==> src/rtl/data_sync_pkg.sv <==
// Shared definitions for the DATA_SYNC channel and its source-side scheduler.
// State encoding, sizing helper and common default widths.
package data_sync_pkg;

  localparam int DATA_WIDTH_DEF = 8;
  localparam int NUM_STAGES_DEF = 2;

  typedef enum logic [1:0] {
    IDLE = 2'd0,
    LOAD = 2'd1,
    HOLD = 2'd2,
    GAP  = 2'd3
  } tx_state_e;

  function automatic int clog2(input int v);
    int r;
    r = 0;
    while ((1 << r) < v) r++;
    return r;
  endfunction

endpackage

==> src/rtl/data_sync_tx_arbiter_rr.sv <==
// Round-robin winner select with a registered rotating pointer.
// Scan order is ptr, ptr+1, ... wrapping at NUM_REQ.
module rr_arbiter
  import data_sync_pkg::*;
#(
  parameter int NUM_REQ = 4,
  parameter int IW      = 2
) (
  input  logic               CLK,
  input  logic               RST,
  input  logic [NUM_REQ-1:0] req,
  input  logic               upd,
  output logic [IW-1:0]      win,
  output logic               any
);

  logic [IW-1:0] ptr;
  int            j;

  assign any = |req;

  // Walk offsets high to low so the lowest offset from ptr wins.
  always_comb begin
    win = '0;
    j   = 0;
    for (int i = NUM_REQ - 1; i >= 0; i--) begin
      j = int'(ptr) + i;
      if (j >= NUM_REQ) j = j - NUM_REQ;
      if (req[j]) win = IW'(j);
    end
  end

  always_ff @(posedge CLK) begin
    if (RST) begin
      ptr <= '0;
    end else if (upd) begin
      ptr <= (int'(win) == NUM_REQ - 1) ? '0 : win + 1'b1;
    end
  end

endmodule

==> src/rtl/data_sync_tx_arbiter.sv <==
// Source-side scheduler sharing one DATA_SYNC channel between requesters.
// Registers the winner's word, then a fixed enable hold and low gap.
module data_sync_tx_arbiter
  import data_sync_pkg::*;
#(
  parameter int NUM_REQ     = 4,
  parameter int DATA_WIDTH  = DATA_WIDTH_DEF,
  parameter int HOLD_CYCLES = 4,
  parameter int GAP_CYCLES  = 2,
  localparam int IW = (clog2(NUM_REQ) < 1) ? 1 : clog2(NUM_REQ)
) (
  input  logic                          CLK,
  input  logic                          RST,
  input  logic [NUM_REQ-1:0]            req,
  input  logic [NUM_REQ*DATA_WIDTH-1:0] req_data,
  output logic [NUM_REQ-1:0]            req_ack,
  output logic [IW-1:0]                 grant_id,
  output logic                          busy,
  output logic [DATA_WIDTH-1:0]         unsync_bus,
  output logic                          bus_enable
);

  localparam int MX =
    (HOLD_CYCLES > GAP_CYCLES) ? HOLD_CYCLES : GAP_CYCLES;
  localparam int CW = clog2(MX + 1);

  if (NUM_REQ < 2 || HOLD_CYCLES < 1 || GAP_CYCLES < 1) begin : g_chk
    $error("data_sync_tx_arbiter: illegal parameters");
  end

  tx_state_e             state, state_n;
  logic [CW-1:0]         cnt, cnt_n;
  logic [DATA_WIDTH-1:0] bus_n;
  logic                  en_n, busy_n;
  logic [NUM_REQ-1:0]    ack_n;
  logic [IW-1:0]         gid_n;
  logic [IW-1:0]         win;
  logic                  any, upd;

  rr_arbiter #(
    .NUM_REQ (NUM_REQ),
    .IW      (IW)
  ) u_rr (
    .CLK (CLK),
    .RST (RST),
    .req (req),
    .upd (upd),
    .win (win),
    .any (any)
  );

  always_comb begin
    state_n = state;
    cnt_n   = cnt;
    bus_n   = unsync_bus;
    en_n    = bus_enable;
    ack_n   = '0;
    gid_n   = grant_id;
    busy_n  = busy;
    upd     = 1'b0;
    unique case (state)
      IDLE: begin
        if (any) begin
          state_n = LOAD;
          bus_n   = req_data[int'(win)*DATA_WIDTH +: DATA_WIDTH];
          gid_n   = win;
          ack_n   = NUM_REQ'(1) << win;
          busy_n  = 1'b1;
          upd     = 1'b1;
        end
      end
      LOAD: begin
        en_n    = 1'b1;
        cnt_n   = CW'(HOLD_CYCLES - 1);
        state_n = HOLD;
      end
      HOLD: begin
        if (cnt == '0) begin
          en_n    = 1'b0;
          cnt_n   = CW'(GAP_CYCLES - 1);
          state_n = GAP;
        end else begin
          cnt_n = cnt - 1'b1;
        end
      end
      GAP: begin
        if (cnt != '0) begin
          cnt_n = cnt - 1'b1;
        end else if (any) begin
          state_n = LOAD;
          bus_n   = req_data[int'(win)*DATA_WIDTH +: DATA_WIDTH];
          gid_n   = win;
          ack_n   = NUM_REQ'(1) << win;
          busy_n  = 1'b1;
          upd     = 1'b1;
        end else begin
          state_n = IDLE;
          busy_n  = 1'b0;
        end
      end
      default: state_n = IDLE;
    endcase
  end

  always_ff @(posedge CLK) begin
    if (RST) begin
      state      <= IDLE;
      cnt        <= '0;
      unsync_bus <= '0;
      bus_enable <= 1'b0;
      req_ack    <= '0;
      grant_id   <= '0;
      busy       <= 1'b0;
    end else begin
      state      <= state_n;
      cnt        <= cnt_n;
      unsync_bus <= bus_n;
      bus_enable <= en_n;
      req_ack    <= ack_n;
      grant_id   <= gid_n;
      busy       <= busy_n;
    end
  end

endmodule
==> config.mk <==
export PLATFORM = sky130hd
export DESIGN_NAME = data_sync_tx_arbiter
export DESIGN_NICKNAME = d
export VERILOG_FILES = /design/src/rtl/data_sync_pkg.sv /design/src/rtl/data_sync_tx_arbiter_rr.sv /design/src/rtl/data_sync_tx_arbiter.sv
export SDC_FILE = /design/constraint.sdc
export NUM_CORES = 1
export LEC_CHECK = 0
export CAP_MARGIN = 15
export CORE_ASPECT_RATIO = 1.4
export CORE_MARGIN = 4
export CORE_UTILIZATION = 30
export CTS_CLUSTER_DIAMETER = 120
export DETAILED_ROUTE_END_ITERATION = 12
export MAX_ROUTING_LAYER = met4
export PLACE_DENSITY = 0.6
export SLEW_MARGIN = 20
export SYNTH_ARGS = -nofsm -noshare
export SYNTH_HDL_FRONTEND = slang
export SYNTH_HIERARCHICAL = 1
export SYNTH_SLANG_ARGS = --single-unit
==> constraint.sdc <==
create_clock -name CLK -period 2.9 [get_ports CLK]
set_clock_uncertainty 0.05 [all_clocks]
set_input_delay 0.725 -clock CLK [delete_from_list [all_inputs] [get_ports CLK]]
set_output_delay 0.725 -clock CLK [all_outputs]
set_load 0.05 [all_outputs]
* After elaboration in Yosys (flattened, before gate mapping)
Cells that the tools add are included.
Operators by class: add/sub/neg operators 9, multipliers 0, divide/modulo/power cells 0, magnitude comparators 8, eq/ne operators 8, shift operators 2, multiplexer cells 46, bitwise operators 0, reduce and logical (&&, ||, !) cells 12
Operators by type and width (number):
- $lt 32x4->1 const B | 4
- $mux 32 | 4
- $ge 32x4->1 const B | 3
- $sub 32x4->32 const B | 3
- $shiftx 32x6->8 | 1
- $mux 2 | 10
- $mux 8 | 2
- $pmux 8 s2 | 1
- $mux 1 | 14
- $pmux 3 s3 | 1
- $bmux 1 s2 | 4
- $mux 4 | 2
- $ne 2x2->1 const B | 4
- $pmux 2 s4 | 1
- $pmux 4 s2 | 1
- $add 2x2->3 const B | 2
- $mux 3 | 2
- $pmux 1 s2 | 3
- $reduce_and 2->1 | 3
- $reduce_and 3->1 | 2
- $reduce_bool 3->1 | 2
- $eq 2x1->1 const B | 2
- $eq 2x2->1 const B | 2
- $pmux 2 s2 | 1
- 10 further kinds | 11
Storage, ports and cells: register bits after elaboration 23, bits in latches 0, bits in writable memories 0, ROM bits 0, input port bits 38, output and inout bits 16, word-level logic and storage cells 93, memories 0

* Logic depth before layout (Yosys ltp)
Gate-level depths: netlist (run 1).
depth in word-level cells 14, mapped depth 8, gate-level depth less buffers 8

* By module
Netlist (run 1), hierarchy kept.
Modules (own cells, without submodules):
- data_sync_tx_arbiter | times used 1, cells an instance 106, area each 1114.8 µm², seq. area each 420.4 µm²
- rr_arbiter | times used 1, cells an instance 22, area each 165.2 µm², seq. area each 40.0 µm²

* Least setup slack after synthesis (run 1)
Ideal clock, no wire load.
path type input to register, start point in req[0], end point reg unsync_bus[3], data arrival time 2.304 ns, required time 2.722 ns, setup slack 0.418 ns, stages on the path 6, path through a221o_1 > a21oi_4 > buf_2 > mux4_2 > mux2i_1 > nor2_1
On the way: word-level cells in the longest chain between the ends 11
RTL lines:
- start: declaration | RTL line data_sync_tx_arbiter.sv:14 | input logic [NUM_REQ-1:0] req,
- $bmux 1 s2 | RTL line data_sync_tx_arbiter_rr.sv:29 | if (req[j]) win = IW'(j);
- $mux 1 (not written as such) (2 in series) | RTL line data_sync_tx_arbiter_rr.sv:29
- $mux 2 (3 in series) | RTL line data_sync_tx_arbiter_rr.sv:29
- $mux 2 (*) | RTL line data_sync_tx_arbiter_rr.sv:29
- via win[0] | RTL line data_sync_tx_arbiter.sv:37 | logic [IW-1:0] win;
- $shiftx 32x6->8 (*) | RTL line data_sync_tx_arbiter.sv:65, data_sync_tx_arbiter.sv:91
- $mux 8 (*) | RTL line data_sync_tx_arbiter.sv:63, data_sync_tx_arbiter.sv:89
- $mux 8 | RTL line data_sync_tx_arbiter.sv:87 | if (cnt != '0) begin
- $pmux 8 s2 (*) | RTL line data_sync_tx_arbiter.sv:61 | unique case (state)
- end signal: assignment | RTL line data_sync_tx_arbiter.sv:117 | unsync_bus <= bus_n;
- end: declaration | RTL line data_sync_tx_arbiter.sv:19 | output logic [DATA_WIDTH-1:0] unsync_bus,
The timed path passes the listed nets; every way through them passes the cells marked *. The select of a mux whose other input is x is not followed. A chain may end at the register's enable or synchronous reset.

* Worst setup path after layout (run 1)
start point in req[1], end point reg unsync_bus[7]
The elaborated chain is that of the path after synthesis.

==> results.rst, run 1 <==
.. list-table::
   :header-rows: 1

   * - Metric
     - Value
   * - Result of the run
     - complete, no violations
   * - Biggest area consumer among synthesized cells
     - dfxtp_1
   * - MaxCap Viol Count
     - 0
   * - Die H
     - 85.29 um
   * - Via count of the first global-routing pass
     - about 1300
   * - CTS Buf Count
     - 3
   * - Total of warnings raised by yosys
     - 6
   * - Leftover overflow at the end of global routing
     - 0
   * - Util after Layout
     - 48.55%
   * - First-pass GRT wire length
     - 5830 um
   * - Area share of the leading cell type in the synthesized netlist
     - 35.97%
   * - Number of buffer and inverter instances along the worst setup path
     - 3
   * - Share of synthesized area occupied by flip-flops and latches
     - 35.97%
   * - Main synth FF type
     - dfxtp_1
   * - Worst Path Class, Setup
     - primary input to register
   * - Antenna Nets Post-Route
     - 0
   * - Clock tree from TritonCTS
     - yes
   * - Largest voltage drop on the vdd net
     - 0.0004016 V
   * - Antenna violations before repair
     - 0
   * - Count of pins on the block boundary
     - 54
   * - Setup repair after global routing missed its margin
     - no
   * - Total Wirelength
     - 3488 um
   * - Post-synthesis register bit count
     - 23
   * - Required arrival time at the worst endpoint
     - around 3.0 ns
   * - DR DRC count
     - 0
   * - Row count
     - 27
   * - Post-detailed-placement half-perimeter wirelength
     - 2757 um
   * - Endpoint arrival time on the critical path
     - 2.67 ns
   * - Fin crit share
     - 88.63%
   * - Final critical path time including I/O delays and setup
     - 2.570 ns
   * - Quantity of I/O buffers inserted on ports
     - 53
   * - Top routing layer used
     - met4
   * - Post-synthesis to final-layout area growth
     - 52.49%
   * - Async SR Flop Fraction
     - 0%
   * - Hold WC Path Type
     - register to register
   * - Post CTS Setup Buffer Count
     - 0
   * - Die outline area
     - around 5400 um^2
   * - CTS Hold Buffers Added
     - 0
   * - Global Route Usage Sum
     - 14.10%
   * - Largest delay share family, worst path
     - buffers and inverters
   * - RePlAce Congestion
     - 0.7426
   * - Hold Violations, Final
     - 0
   * - ANT cells
     - 0
   * - Number of vias after detailed routing
     - 1185
   * - Worst Tran Pin Value
     - 0.5192 ns
   * - Pwr Density
     - 1003 nW/um^2
   * - CP peak stage delay
     - ~0.5 ns
   * - Cell chosen for the clock root
     - clkbuf_8
   * - Mean instance size in the synthesized netlist
     - 10.00 um^2
   * - Clock insertion delay at the later pin of the skew report
     - 0.26 ns
   * - CP startpoint kind
     - primary input
   * - Number of buffers between clock root and the deepest sink
     - 2
   * - Share of final-layout standard cells stronger than drive strength 1
     - 13.51%
   * - Final setup violation count
     - 0
   * - Final-layout worst hold slack
     - about 0.44 ns
   * - Clock transition at the registers of the reported paths
     - 0.08 ns
   * - Final total negative setup slack
     - 0 ns
   * - Cell breakdown of the critical path
     - clkdlybuf4s50_1 > inv_2 > a221o_1 > a21oi_4 > buf_12 > mux4_2 > mux2i_1 > nor2_1
   * - Pins Over Slew Limit
     - 0
   * - Leakage component of the power
     - about 0.77 nW
   * - Count of cells resized by post-cts repair
     - 0
   * - Average routed wire per standard cell
     - 15.30 um
   * - Initial Util
     - 31.84%
   * - Met2 Wirelength
     - 2021 um
   * - Post-synth EDFFs
     - 0
   * - Avg Vias per Cell
     - 5.197
   * - Width of the chip
     - 63.21 um
   * - Count of routing violations after the opening detailed-route iteration
     - 24
   * - Pin count of the biggest net entering global routing
     - 24
   * - Worst Path Max Fanout
     - 15
   * - Post-Syn Instances
     - between 100 and 150
   * - Clock Sinks
     - 23
   * - NumNets Final
     - 230
   * - Slew Limit Headroom
     - 65.28%
   * - Post-Route M1 WL
     - around 1300 um
   * - Endpoint kind of the worst setup timing path
     - register
   * - # H-tree levels
     - 1
   * - Peak Freq
     - 389.0 MHz
   * - Floorplan Core Area
     - ~4000 um^2
   * - Synth Net Count
     - 172
   * - CP max stage cell
     - mux4_2
   * - Netlist area before placement
     - 1280 um^2
   * - Post-layout total power
     - around 2 mW
   * - Distinct cell type count of the synthesized netlist
     - 32
   * - Pre-antenna DRT Iters
     - 2
   * - Wire length on met3
     - 91 um
   * - Ranking of synthesized cells by area
     - dfxtp_1 36%, mux4_2 14%, mux2i_1 8.6%, nor2_1 6.2%, ha_1 5.9%
[per-stage QoR]
stage	cells	worst slack, ns	area [um^2]
2_1_floorplan	128	0.4180	1280
3_3_place_gp	224	0.08431	1906
3_5_place_dp	224	0.03507	1906
4_1_cts	228	0.3277	1952
5_1_grt	228	0.2425	1952
6_report	228	0.3296	1952
[logic make-up (layout without fill, tap and decap cells)]
group	count (synthesis)	in the layout	share of synthesized area, %
adders and majority gates	6	6	5.865
muxes	19	19	22.68
and+or+nand+nor	41	41	17.01
DFF	23	23	35.97
xor gates and xnor gates	1	1	0.6844
AOI/OAI and AO/OA	22	22	12.61
buffers and inverters	16	73	5.181
[where the power goes]
group	internal, mW	switching (mW)	leakage, nW
combinational	0.530	0.712	0.552
sequential	0.439	0.0771	0.190
clock	0.0959	0.105	0.0255
[synthesized netlist by cell type (2+ instances only)]
master	n
inv_1	8
nand2_1	3
inv_2	2
nor3_1	3
a21oi_1	7
nor2_1	21
o21ai_0	3
mux4_2	8
dfxtp_1	23
nor4b_2	2
buf_2	2
mux2i_1	11
ha_1	6
a211oi_1	4
nor4_1	2
clkbuf_1	3
nand2b_1	4
nor2b_1	2
[cell usage in the layout, fill, tap and decap left out, drive strengths merged]
| master | synthesis | layout |
|---|---|---|
| clkbuf | 3 | 3 |
| mux2i | 11 | 11 |
| xnor2 | 1 | 1 |
| inv | 10 | 10 |
| nand2 | 3 | 3 |
| a21oi | 8 | 8 |
| clkinv | 0 | 1 |
| nor2 | 21 | 21 |
| o221ai | 1 | 1 |
| and2b | 1 | 1 |
| clkdlybuf4s50 | 0 | 53 |
| dfxtp | 23 | 23 |
| o32ai | 1 | 1 |
| nor4 | 2 | 2 |
| a221o | 1 | 1 |
| a211oi | 5 | 5 |
| or3b | 1 | 1 |
| nor2b | 2 | 2 |
| mux4 | 8 | 8 |
| buf | 3 | 6 |
| nand3 | 1 | 1 |
| nor4b | 2 | 2 |
| a311oi | 1 | 1 |
| nor3 | 3 | 3 |
| o21a | 1 | 1 |
| o21ai | 3 | 3 |
| ha | 6 | 6 |
| nand2b | 4 | 4 |
| a221oi | 1 | 1 |
| and3b | 1 | 1 |
[worst paths after layout]
check | from | to | slack (ns) | cells after the start
setup / recovery | req[1] | unsync_bus[7]$_SDFFE_PP0P_ | 0.33 | 8
hold / removal | bus_enable$_SDFFE_PP0P_ | bus_enable$_SDFFE_PP0P_ | 0.44 | 2
setup reg to reg | state[1]$_SDFFE_PP0P_ | u_rr/ptr[0]$_SDFFE_PP0P_ | 0.87 | 7
hold reg to reg | bus_enable$_SDFFE_PP0P_ | bus_enable$_SDFFE_PP0P_ | 0.44 | 2
[flip-flops by register name, summed over array words and instances, names as in the netlist]
signal and flops:
bus_enable 1, state 2, grant_id 2, cnt 3, unsync_bus 8, req_ack 4, busy 1, u_rr/ptr 2
[layout make-up]
type                            instances  area, um^2
Fill cell                             384        2068
Multi-Input combinational cell         89       753.2
Timing Repair Buffer                   59       600.6
Sequential cell                        23       460.4
Tap cell                               43       53.80
Clock buffer                            3       41.29
Inverter                               10       37.54
Clock inverter                          1       5.005
[tightest hold or removal path, delay by kind of cell (launching register included)]
| family | cells | cell delay (ns) |
|---|---|---|
| flops | 1 | 0.33 |
| compound gates | 1 | 0.06 |
| simple gates | 1 | 0.07 |
[metal layers]
layer / vias up / track usage [%]
li1: 576 / -
met1: 570 / 13.95
met4: 0 / 7.859
met2: 29 / 25.74
met5: - / -
met3: 10 / 2.517
Power figures use the tool's default switching activity.
==> run 2, diff against run 1 <==
Settings changed: SLEW_MARGIN 20 to default.
==> results of run 2 <==
No change in the layout: final DEF, timing and power equal those of run 1.
==> run 3, diff against run 2 <==
Settings changed: PLACE_DENSITY 0.6 to default.
==> results of run 3 <==
No change in the layout: final DEF, timing and power equal those of run 1.
